### src/rtl/maze_pkg.sv
// Shared definitions for the maze loader: job modes, FSM states, cell codes,
// default geometry and the LFSR reload value and step function.
package maze_pkg;

  typedef enum logic [1:0] {
    MODE_LOAD   = 2'd0,
    MODE_FILL   = 2'd1,
    MODE_CLEAR  = 2'd2,
    MODE_RANDOM = 2'd3
  } mode_e;

  typedef enum logic [1:0] {
    ST_IDLE = 2'd0,
    ST_RUN  = 2'd1,
    ST_FIN  = 2'd2
  } state_e;

  localparam logic [1:0] CELL_PATH  = 2'd0;
  localparam logic [1:0] CELL_WALL  = 2'd1;
  localparam logic [1:0] CELL_START = 2'd2;
  localparam logic [1:0] CELL_EXIT  = 2'd3;

  localparam int DEFAULT_MAZE_W = 16;
  localparam int DEFAULT_MAZE_H = 16;

  localparam logic [15:0] LFSR_DEFAULT_SEED = 16'hACE1;

  // 16-bit Fibonacci step, taps 16,14,13,11, shifting towards the MSB
  function automatic logic [15:0] lfsrNext(input logic [15:0] cur);
    return {cur[14:0], cur[15] ^ cur[13] ^ cur[12] ^ cur[10]};
  endfunction

endpackage

### src/rtl/maze_level_rom.sv
// Level bitmap ROM: returns one maze row, MSB is column 0.
// Bitmaps are generated from simple geometric rules so they scale with the
// maze size; level 0 is solid wall, the others are bordered patterns.
module maze_level_rom
  import maze_pkg::*;
#(
  parameter int MAZE_W = DEFAULT_MAZE_W,
  parameter int MAZE_H = DEFAULT_MAZE_H,
  localparam int ROW_W = $clog2(MAZE_H)
) (
  input  logic [2:0]        level_i,
  input  logic [ROW_W-1:0]  row_i,
  output logic [MAZE_W-1:0] row_bits_o
);

  function automatic logic levelWall(input logic [2:0] lvl, input int x, input int y);
    logic border;
    logic wall;
    border = (x == 0) || (x == MAZE_W - 1) || (y == 0) || (y == MAZE_H - 1);
    wall   = 1'b1;
    case (lvl)
      3'd0: wall = 1'b1;
      3'd1: wall = border;
      3'd2: wall = border || (((x & 3) == 2) && ((y & 3) != 1));
      3'd3: wall = border || (((y & 3) == 2) && ((x & 3) != 1));
      3'd4: wall = border || (((x ^ y) & 1) == 1);
      3'd5: wall = border || (((x & 1) == 0) && ((y & 1) == 0));
      3'd6: wall = border || ((x & 3) == (y & 3));
      3'd7: wall = border || (((x + y) & 7) == 0);
      default: wall = 1'b1;
    endcase
    return wall;
  endfunction

  // Expand the selected level into one row, column 0 landing in the MSB
  always_comb begin
    row_bits_o = '0;
    for (int x = 0; x < MAZE_W; x++) begin
      row_bits_o[MAZE_W-1-x] = levelWall(level_i, x, int'(row_i));
    end
  end

endmodule

### src/rtl/maze_loader.sv
// Maze loader: streams one cell code per cycle into a maze BRAM in row-major
// order, from a level ROM, a constant fill, or an LFSR-driven random maze.
module maze_loader
  import maze_pkg::*;
#(
  parameter int MAZE_W     = DEFAULT_MAZE_W,
  parameter int MAZE_H     = DEFAULT_MAZE_H,
  parameter int DATA_W     = 9,
  parameter int NUM_LEVELS = 8,
  localparam int N_CELLS   = MAZE_W * MAZE_H,
  localparam int ADDR_W    = $clog2(N_CELLS)
) (
  input  logic              clk,
  input  logic              reset,
  input  logic              start,
  input  logic              abort,
  input  logic [1:0]        mode,
  input  logic [2:0]        level,
  input  logic [15:0]       seed,
  output logic [ADDR_W-1:0] bram_addr,
  output logic [DATA_W-1:0] bram_data,
  output logic              we,
  output logic              busy,
  output logic              done,
  output logic              err,
  output logic [ADDR_W:0]   wall_count
);

  localparam int XW = $clog2(MAZE_W);
  localparam int YW = $clog2(MAZE_H);

  state_e            state_q, state_d;
  mode_e             mode_q;
  logic [2:0]        level_q;
  logic [XW-1:0]     x_q;
  logic [YW-1:0]     y_q;
  logic [ADDR_W-1:0] addr_q;
  logic [15:0]       lfsr_q;
  logic [ADDR_W:0]   acc_q;
  logic [ADDR_W:0]   wall_count_q;
  logic              err_q;

  logic [MAZE_W-1:0] romRow;
  logic              wantStart;
  logic              reject;
  logic              accept;
  logic              lastCell;
  logic              lastCol;
  logic              border;
  logic [1:0]        cellCode;
  logic              isWall;

  // A LOAD of a level the ROM does not hold is refused without running
  assign wantStart = (state_q == ST_IDLE) && start;
  assign reject    = wantStart && (mode_e'(mode) == MODE_LOAD) && (int'(level) >= NUM_LEVELS);
  assign accept    = wantStart && !reject;
  assign lastCell  = (addr_q == ADDR_W'(N_CELLS - 1));
  assign lastCol   = (x_q == XW'(MAZE_W - 1));
  assign isWall    = (cellCode == CELL_WALL);

  maze_level_rom #(
    .MAZE_W (MAZE_W),
    .MAZE_H (MAZE_H)
  ) u_rom (
    .level_i    (level_q),
    .row_i      (y_q),
    .row_bits_o (romRow)
  );

  // Cell code for the current (x,y): base pattern per mode, then markers
  always_comb begin
    border   = (x_q == '0) || lastCol || (y_q == '0) || (y_q == YW'(MAZE_H - 1));
    cellCode = CELL_PATH;
    case (mode_q)
      MODE_LOAD:   cellCode = romRow[XW'(MAZE_W - 1) - x_q] ? CELL_WALL : CELL_PATH;
      MODE_FILL:   cellCode = CELL_WALL;
      MODE_CLEAR:  cellCode = CELL_PATH;
      MODE_RANDOM: cellCode = (border || (lfsr_q[1:0] == 2'b00)) ? CELL_WALL : CELL_PATH;
      default:     cellCode = CELL_PATH;
    endcase
    if ((mode_q == MODE_LOAD) || (mode_q == MODE_RANDOM)) begin
      if ((x_q == XW'(1)) && (y_q == YW'(1))) begin
        cellCode = CELL_START;
      end else if ((x_q == XW'(MAZE_W - 2)) && (y_q == YW'(MAZE_H - 2))) begin
        cellCode = CELL_EXIT;
      end
    end
  end

  // State register
  always_ff @(posedge clk or posedge reset) begin
    if (reset) begin
      state_q <= ST_IDLE;
    end else begin
      state_q <= state_d;
    end
  end

  // Next state: abort beats the final cell, FIN always lasts one cycle
  always_comb begin
    state_d = state_q;
    case (state_q)
      ST_IDLE: if (accept) state_d = ST_RUN;
      ST_RUN: begin
        if (abort) begin
          state_d = ST_IDLE;
        end else if (lastCell) begin
          state_d = ST_FIN;
        end
      end
      ST_FIN:  state_d = ST_IDLE;
      default: state_d = ST_IDLE;
    endcase
  end

  // Outputs decoded from the registered state so reset silences them at once
  always_comb begin
    we        = 1'b0;
    busy      = 1'b0;
    done      = 1'b0;
    bram_addr = '0;
    bram_data = '0;
    case (state_q)
      ST_RUN: begin
        we        = 1'b1;
        busy      = 1'b1;
        bram_addr = addr_q;
        bram_data = DATA_W'(cellCode);
      end
      ST_FIN:  done = 1'b1;
      default: ;
    endcase
  end

  assign err        = err_q;
  assign wall_count = wall_count_q;

  // Job datapath: latch request, walk x/y/addr counters, step LFSR, count walls
  always_ff @(posedge clk or posedge reset) begin
    if (reset) begin
      mode_q       <= MODE_LOAD;
      level_q      <= '0;
      x_q          <= '0;
      y_q          <= '0;
      addr_q       <= '0;
      lfsr_q       <= LFSR_DEFAULT_SEED;
      acc_q        <= '0;
      wall_count_q <= '0;
      err_q        <= 1'b0;
    end else begin
      err_q <= 1'b0;
      if (state_q == ST_IDLE) begin
        if (reject) begin
          err_q <= 1'b1;
        end
        if (accept) begin
          mode_q  <= mode_e'(mode);
          level_q <= level;
          lfsr_q  <= (seed == 16'h0000) ? LFSR_DEFAULT_SEED : seed;
          x_q     <= '0;
          y_q     <= '0;
          addr_q  <= '0;
          acc_q   <= '0;
        end
      end else if (state_q == ST_RUN) begin
        if (abort) begin
          err_q <= 1'b1;
        end else begin
          addr_q <= addr_q + ADDR_W'(1);
          lfsr_q <= lfsrNext(lfsr_q);
          acc_q  <= acc_q + (ADDR_W + 1)'(isWall);
          if (lastCol) begin
            x_q <= '0;
            y_q <= y_q + YW'(1);
          end else begin
            x_q <= x_q + XW'(1);
          end
          if (lastCell) begin
            wall_count_q <= acc_q + (ADDR_W + 1)'(isWall);
          end
        end
      end
    end
  end

endmodule

### config.mk
export PLATFORM = sky130hd
export DESIGN_NAME = maze_loader
export DESIGN_NICKNAME = d
export VERILOG_FILES = /design/src/rtl/maze_pkg.sv /design/src/rtl/maze_level_rom.sv /design/src/rtl/maze_loader.sv
export SDC_FILE = /design/constraint.sdc
export NUM_CORES = 1
export LEC_CHECK = 0
export ABC_AREA = 1
export BUFFER_PORTS_ARGS = -buffer_cell sky130_fd_sc_hd__buf_2
export CAP_MARGIN = 20
export CORE_MARGIN = 5
export CORE_UTILIZATION = 35
export DETAILED_ROUTE_END_ITERATION = 12
export PLACE_DENSITY = 0.59
export SLEW_MARGIN = 20
export SYNTH_ARGS = -nofsm -noshare
export SYNTH_HDL_FRONTEND = slang
export SYNTH_SLANG_ARGS = --single-unit
export TNS_END_PERCENT = 50
### constraint.sdc
create_clock -name clk -period 2.9 [get_ports clk]
set_input_delay 0.29 -clock clk [delete_from_list [all_inputs] [get_ports clk]]
set_output_delay 0.29 -clock clk [all_outputs]
set_load 0.1 [all_outputs]
Word level (Yosys, flattened, before mapping)
Cells that the tools add are included.
- input port bits: 25
- word-level logic and storage cells: 198
- output and inout port bits: 30
- flip-flop bits (word level): 58
- magnitude comparators: 1
- reductions and logical operators: 72
- $add $sub $neg: 19
- equal/unequal tests: 29
- multiplexer cells: 55
- bitwise logic cells: 12
- operators by type and width (cell ; count):
    $logic_not A32 Y1 ; 16
    $mux W16 ; 5
    $mux W8 ; 5
    $mux W4 ; 9
    $mux W9 ; 4
    $logic_or A1 B1 Y1 ; 35
    $pmux W1 S8 ; 4
    $add A3 B3 Y3 const A ; 7
    $pmux W1 S7 ; 3
    $pmux W1 S5 ; 4
    $pmux W1 S6 ; 3
    $eq A4 B4 Y1 const B ; 4
    $logic_not A16 Y1 ; 1
    $mux W2 ; 7
    $add A2 B3 Y3 const A ; 4
    $eq A3 B3 Y1 const B ; 4
    $eq A4 B1 Y1 const B ; 3
    $logic_not A4 Y1 ; 3
    $add A1 B3 Y3 const A ; 3
    $add A9 B1 Y9 ; 1
    $not A1 Y1 ; 9
    $add A4 B1 Y4 const B ; 2
    $add A8 B1 Y8 const B ; 1
    $eq A2 B2 Y1 const B ; 4
    26 further kinds ; 47

Depth between registers and ports, before layout
- word-level depth: 16
- depth in mapped cells: 21
- mapped depth without buffers: 21

Modules after synthesis
Synthesis repeated with hierarchy kept, for this count alone.
- cell total of the unflattened synthesis: 520
- area total of the unflattened synthesis: 3822.4 um^2
- by module, submodules not included (module ; cells each ; area each (um^2) ; times used ; seq. area each (um^2)):
    maze_loader ; 416 ; 3286.9 ; 1 ; 1461.4
    maze_level_rom ; 104 ; 535.5 ; 1 ; 0.0

Worst setup path after synthesis
OpenSTA, ideal clock, no wires.
- path type: register -> output
- start point: reg y_q[0]
- end point: out bram_data[1]
- path buffers: 0
- cell stages (with the launch flop): 7
- slack: 130 ps
- data required time: 2610 ps
- data arrival time: 2480 ps
- cells stage by stage: dfrtp_1 -> inv_1 -> ha_1 -> inv_1 -> nor2_1 -> nand3_1 -> a21oi_1
- cells in the longest elaborated chain, start to end: 6
- elaborated cells between the ends (all ways): 8
- those cells by class: eq/ne: 2; mux: 4; reduce/logical: 2
- RTL lines (element ; RTL line ; source):
    start: declaration ; maze_loader.sv:36 ; logic [YW-1:0] y_q;
    start signal: assignment ; maze_loader.sv:174 ; y_q <= y_q + YW'(1);
    $eq A4 B4 Y1 ; maze_loader.sv:84 ; end else if ((x_q == XW'(MAZE_W - 2)) && (y_q == YW'(MAZE_H - 2))) begin
    $logic_and A1 B1 Y1 ; maze_loader.sv:84 ;
    $mux W2 ; maze_loader.sv:84 ;
    $mux W2 * ; maze_loader.sv:82 ; if ((x_q == XW'(1)) && (y_q == YW'(1))) begin
    $mux W2 * ; maze_loader.sv:81 ; if ((mode_q == MODE_LOAD) || (mode_q == MODE_RANDOM)) begin
    $mux W2 * ; maze_loader.sv:123 ; case (state_q)
    end: declaration ; maze_loader.sv:21 ; output logic [DATA_W-1:0] bram_data,
Every way passes the cells marked *; elsewhere a longest branch is shown, timed or not.

Worst setup path after layout
- start point: reg y_q[0]
- end point: reg acc_q[8]
- cells in the longest elaborated chain, start to end: 16
- elaborated cells between the ends (all ways): 110
- those cells by class: add/sub: 15; eq/ne: 10; mux: 25; bitwise: 7; reduce/logical: 53
- RTL lines (element ; RTL line ; source):
    $add A3 B3 Y3 (tied with other cells) ; maze_level_rom.sv:29 ; 3'd7: wall = border || (((x + y) & 7) == 0);
    $logic_not A32 Y1 / $logic_or A1 B1 Y1 (equally long branches) ; maze_level_rom.sv:29, maze_level_rom.sv:19 ;
    $logic_or A1 B1 Y1 (tied with other cells) ; maze_level_rom.sv:29 ;
    $pmux W1 S8 (tied with other cells) ; maze_level_rom.sv:21 ; case (lvl)
    $bmux W1 S4 ; maze_loader.sv:75 ; MODE_LOAD: cellCode = romRow[XW'(MAZE_W - 1) - x_q] ? CELL_WALL : CELL_PATH;
    $mux W1 (implied by the code) ; maze_loader.sv:75 ;
    $mux W1 ; maze_loader.sv:75 ;
    $pmux W2 S4 ; maze_loader.sv:74 ; case (mode_q)
    $mux W2 ; maze_loader.sv:84 ;
    $mux W2 ; maze_loader.sv:82 ;
    $mux W2 * ; maze_loader.sv:81 ;
    $eq A2 B1 Y1 * ; maze_loader.sv:59 ; assign isWall = (cellCode == CELL_WALL);
    $add A9 B1 Y9 * ; maze_loader.sv:171 ; acc_q <= acc_q + (ADDR_W + 1)'(isWall);
    $mux W9 * ; maze_loader.sv:166 ; if (abort) begin
    $mux W9 * ; maze_loader.sv:165 ; end else if (state_q == ST_RUN) begin
    $mux W9 * ; maze_loader.sv:152 ; if (state_q == ST_IDLE) begin
    end signal: assignment ; maze_loader.sv:171 ;
    end: declaration ; maze_loader.sv:39 ; logic [ADDR_W:0] acc_q;
Every way passes the cells marked *; elsewhere a longest branch is shown, timed or not. The select of a mux whose other input is x is not followed.
A chain may end at the register's enable or synchronous reset.

==> results.sh <==
export IMPL_status="finished clean"
export IMPL_dieArea_um2=12150
export IMPL_final_util_pct=45.78
export IMPL_synth_edff_count=0
export IMPL_ios=55
export IMPL_placed_area_um2=3935
export IMPL_synthMuxAreaShare_pct=0
export IMPL_power_mw=3.509
export IMPL_cp_arrival_ns=3.08
export IMPL_grt_overflow=0
export IMPL_post_route_drc_count=0
export IMPL_required_ns=3.09
export IMPL_fillCellCount=1002
export IMPL_synth_common_cells="nand2_1 (93), inv_1 (58), o21ai_0 (51)"
export IMPL_cts_sinks=58
export IMPL_synth_yosys_seq_area_share_pct=41.55
export IMPL_dp_cells=633
export IMPL_drt_total_wl_um=8339
export IMPL_vias=3093
export IMPL_end_kind="flip-flop"
export IMPL_final_setup_viol_count=0
export IMPL_worst_path_most_repeated_cell="nand2_1"
export IMPL_finalHoldViolations=0
export IMPL_yosys_top_cells_area="dfrtp_1 (36%), nand2_1 (9.9%), o21ai_0 (7.3%)"
export IMPL_fin_skew_ns=0.009865
export IMPL_vias_per_cell=4.679
export IMPL_cts_buffers=9
export IMPL_drive_above_1_share_pct=28.98
export IMPL_path_delay_family="simple AND/OR/NAND/NOR gates"
export IMPL_wl_per_cell_um=12.62
export IMPL_drv_slew=0
export IMPL_async_reset_ff_share_pct=100.0
export IMPL_crit_path_cell_trace="inv_4 > ha_4 > nand2_8 > nand2_8 > inv_2 > o21ai_0 > nand2_1 > nand3_1 > nand2_1 > nand2_1 > nand2_1 > nand3_2 > nand2_2 > nor2_2 > ha_2 > ha_4 > nand3_4 > nor3_4 > nand3_2 > xor2_2 > o21ai_1"
export IMPL_grt_pass1_wl_um=13660
export IMPL_instances_no_fill=661
export IMPL_cts_tree="done"
export IMPL_track_usage_pct=14.08
export IMPL_cts_path_max_buffers=2
export IMPL_synth_avg_cell_area_um2=7.781
export IMPL_yosys_area_share_adder_pct=6.759
export IMPL_critPathMaxFanout=7
export IMPL_critPathKind="reg -> reg"
export IMPL_start_kind="flip-flop"
export IMPL_grt_max_degree=28
export IMPL_path_clk_slew_ns=0.07
export IMPL_die_h_um=110.2
export IMPL_fin_ws_ns=0.01340
export IMPL_place_detailed_hpwl_um=5932
export IMPL_synth_cell_types=37
export IMPL_max_cap_violations=0
export IMPL_p_leak_nw=2.113
export IMPL_period_needed_ns=2.887
export IMPL_synthDominantCellAreaShare_pct=35.57
export IMPL_first_pass_iters=4
export IMPL_rsz0062_at_grt="yes"
export IMPL_initial_core_util_pct=35.98
export IMPL_die_w_um=110.2
export IMPL_cp_slowest_cell="dfrtp_2"
export IMPL_p_per_area_nw_per_um2=784.3
export IMPL_place_congestion=0.8707
export IMPL_cts_root_buf="clkbuf_8"
export IMPL_worst_path_buf_inv=2
export IMPL_dpl_worst_slack_ns=-0.1137
export IMPL_cts_htree_levels=3
export IMPL_fp_coreArea_um2=9774
export IMPL_relSlewSlack_pct=53.76
export IMPL_synthToLayoutAreaGrowth_pct=27.21
export IMPL_fmax_mhz=346.4
export IMPL_drt_iter0_drc=128
export IMPL_rows=36
export IMPL_clock_latency_ns=0.32
export IMPL_ant_nets=0
export IMPL_synth_top_family_by_area="simple AND/OR/NAND/NOR gates"
export IMPL_diodes=0
export IMPL_finalCritPeriodShare_pct=99.54
export IMPL_synth_area_um2=3517
export IMPL_synth_ff_latch_count=58
export IMPL_synth_simple_gate_area_share_pct=25.26
export IMPL_synth_compound_area_share_pct=14.27
export IMPL_num_nets_final=567
export IMPL_antenna_found_initial=0
export IMPL_design_area_um2=4474
export IMPL_synth_cells=452
export IMPL_port_buffer_count=47
export IMPL_hold_class="in -> reg"
export IMPL_worst_pin_slew_ns=0.6846
export IMPL_grt_pass1_vias=3014
export IMPL_yosys_warnings=0
export IMPL_synth_top_area_cell="dfrtp_1"
export IMPL_yosysMostFrequentCell="nand2_1"
export IMPL_synth_ff_type="dfrtp_1"
export IMPL_ir_drop_v=0.0003636
export IMPL_synth_xor_area_share_pct=2.490
export IMPL_max_stage_delay_ns=0.46
per-layer routing:
layer,track usage [%],vias to the layer above,share of wire (%)
li1,-,1594,-
met1,19.15,1415,47
met2,22.49,74,48
met3,3.029,10,4.4
met4,4.310,0,0.79
met5,0,-,0
kinds of logic after synthesis:
group / Yosys count
AND/OR/NAND/NOR: 190
other: 1
adder cells (fa/ha/maj): 19
XOR/XNOR: 10
AO/OA/AOI/OAI: 93
flip-flops: 58
buffers and inverters: 81
where the power goes:
group	total, mW	internal [mW]	leakage (nW)	switching [mW]
registers	1.13	0.988	0.739	0.146
logic	1.53	0.568	1.26	0.961
clock network	0.846	0.531	0.117	0.315
total	3.51	2.09	2.11	1.42
through the flow:
stage | hold WS (ns) | setup TNS, ns
6_report | 0.1923 | 0
5_1_grt | 0.1902 | -0.9345
4_1_cts | 0.1754 | 0
3_5_place_dp | 0.2906 | -0.4646
3_3_place_gp | 0.2791 | -0.01229
2_1_floorplan | 0.3962 | 0
cell type report:
| class | instances | area [µm²] | area share, % |
|---|---|---|---|
| clock inverter | 4 | 73.82 | 1.650 |
| tap | 133 | 166.4 | 3.719 |
| multi-input combinational | 319 | 1941 | 43.37 |
| sequential | 58 | 1465 | 32.75 |
| inverter | 64 | 247.7 | 5.537 |
| clock buffer | 12 | 155.1 | 3.468 |
| timing repair buffer | 71 | 425.4 | 9.508 |
flip-flops by register name (all words and copies together) (netlist names):
name,flops
lfsr_q,16
acc_q,9
wall_count,9
addr_q,8
x_q,4
y_q,4
level_q,3
mode_q,2
state_q,2
err,1
cell usage in the layout (no fill, tap or decap), drive strengths merged, types with 5 or more instances in the layout:
master,instances
dfrtp,50
buf,70
inv,63
nor3,13
o211ai,5
xor2,8
nand2,99
conb,7
clkbuf,12
o22ai,6
nand3,34
nor2,37
ha,19
a21oi,26
dfstp,8
o21ai,53
timing repair:
item	in CTS	in global routing
hold endpoints to repair	16	0
setup endpoints to repair	8	13
pin swaps	0	27
hold buffers	1	0
resized for setup	6	48
buffers inserted	0	11
gates cloned	0	0
worst min-delay path, delay by kind of cell:
family | cells | cell delay (ns)
AND/OR/NAND/NOR | 1 | 0.04
AO/OA/AOI/OAI | 1 | 0.07
buffers and inverters | 1 | 0.08
worst paths after layout:
path                               start            end  slack, ns  cells after the start
setup / recovery                  y_q[0]       acc_q[8]       0.01                     21
hold / removal                  level[2]     level_q[2]       0.19                      3
setup reg to reg                  y_q[0]       acc_q[8]       0.01                     21
hold reg to reg            wall_count[2]  wall_count[2]       0.48                      2
max in group asynchronous          reset     lfsr_q[10]       1.77                      4
min in group asynchronous          reset  wall_count[2]       0.48                      3
(Power assumes the default switching activity.)
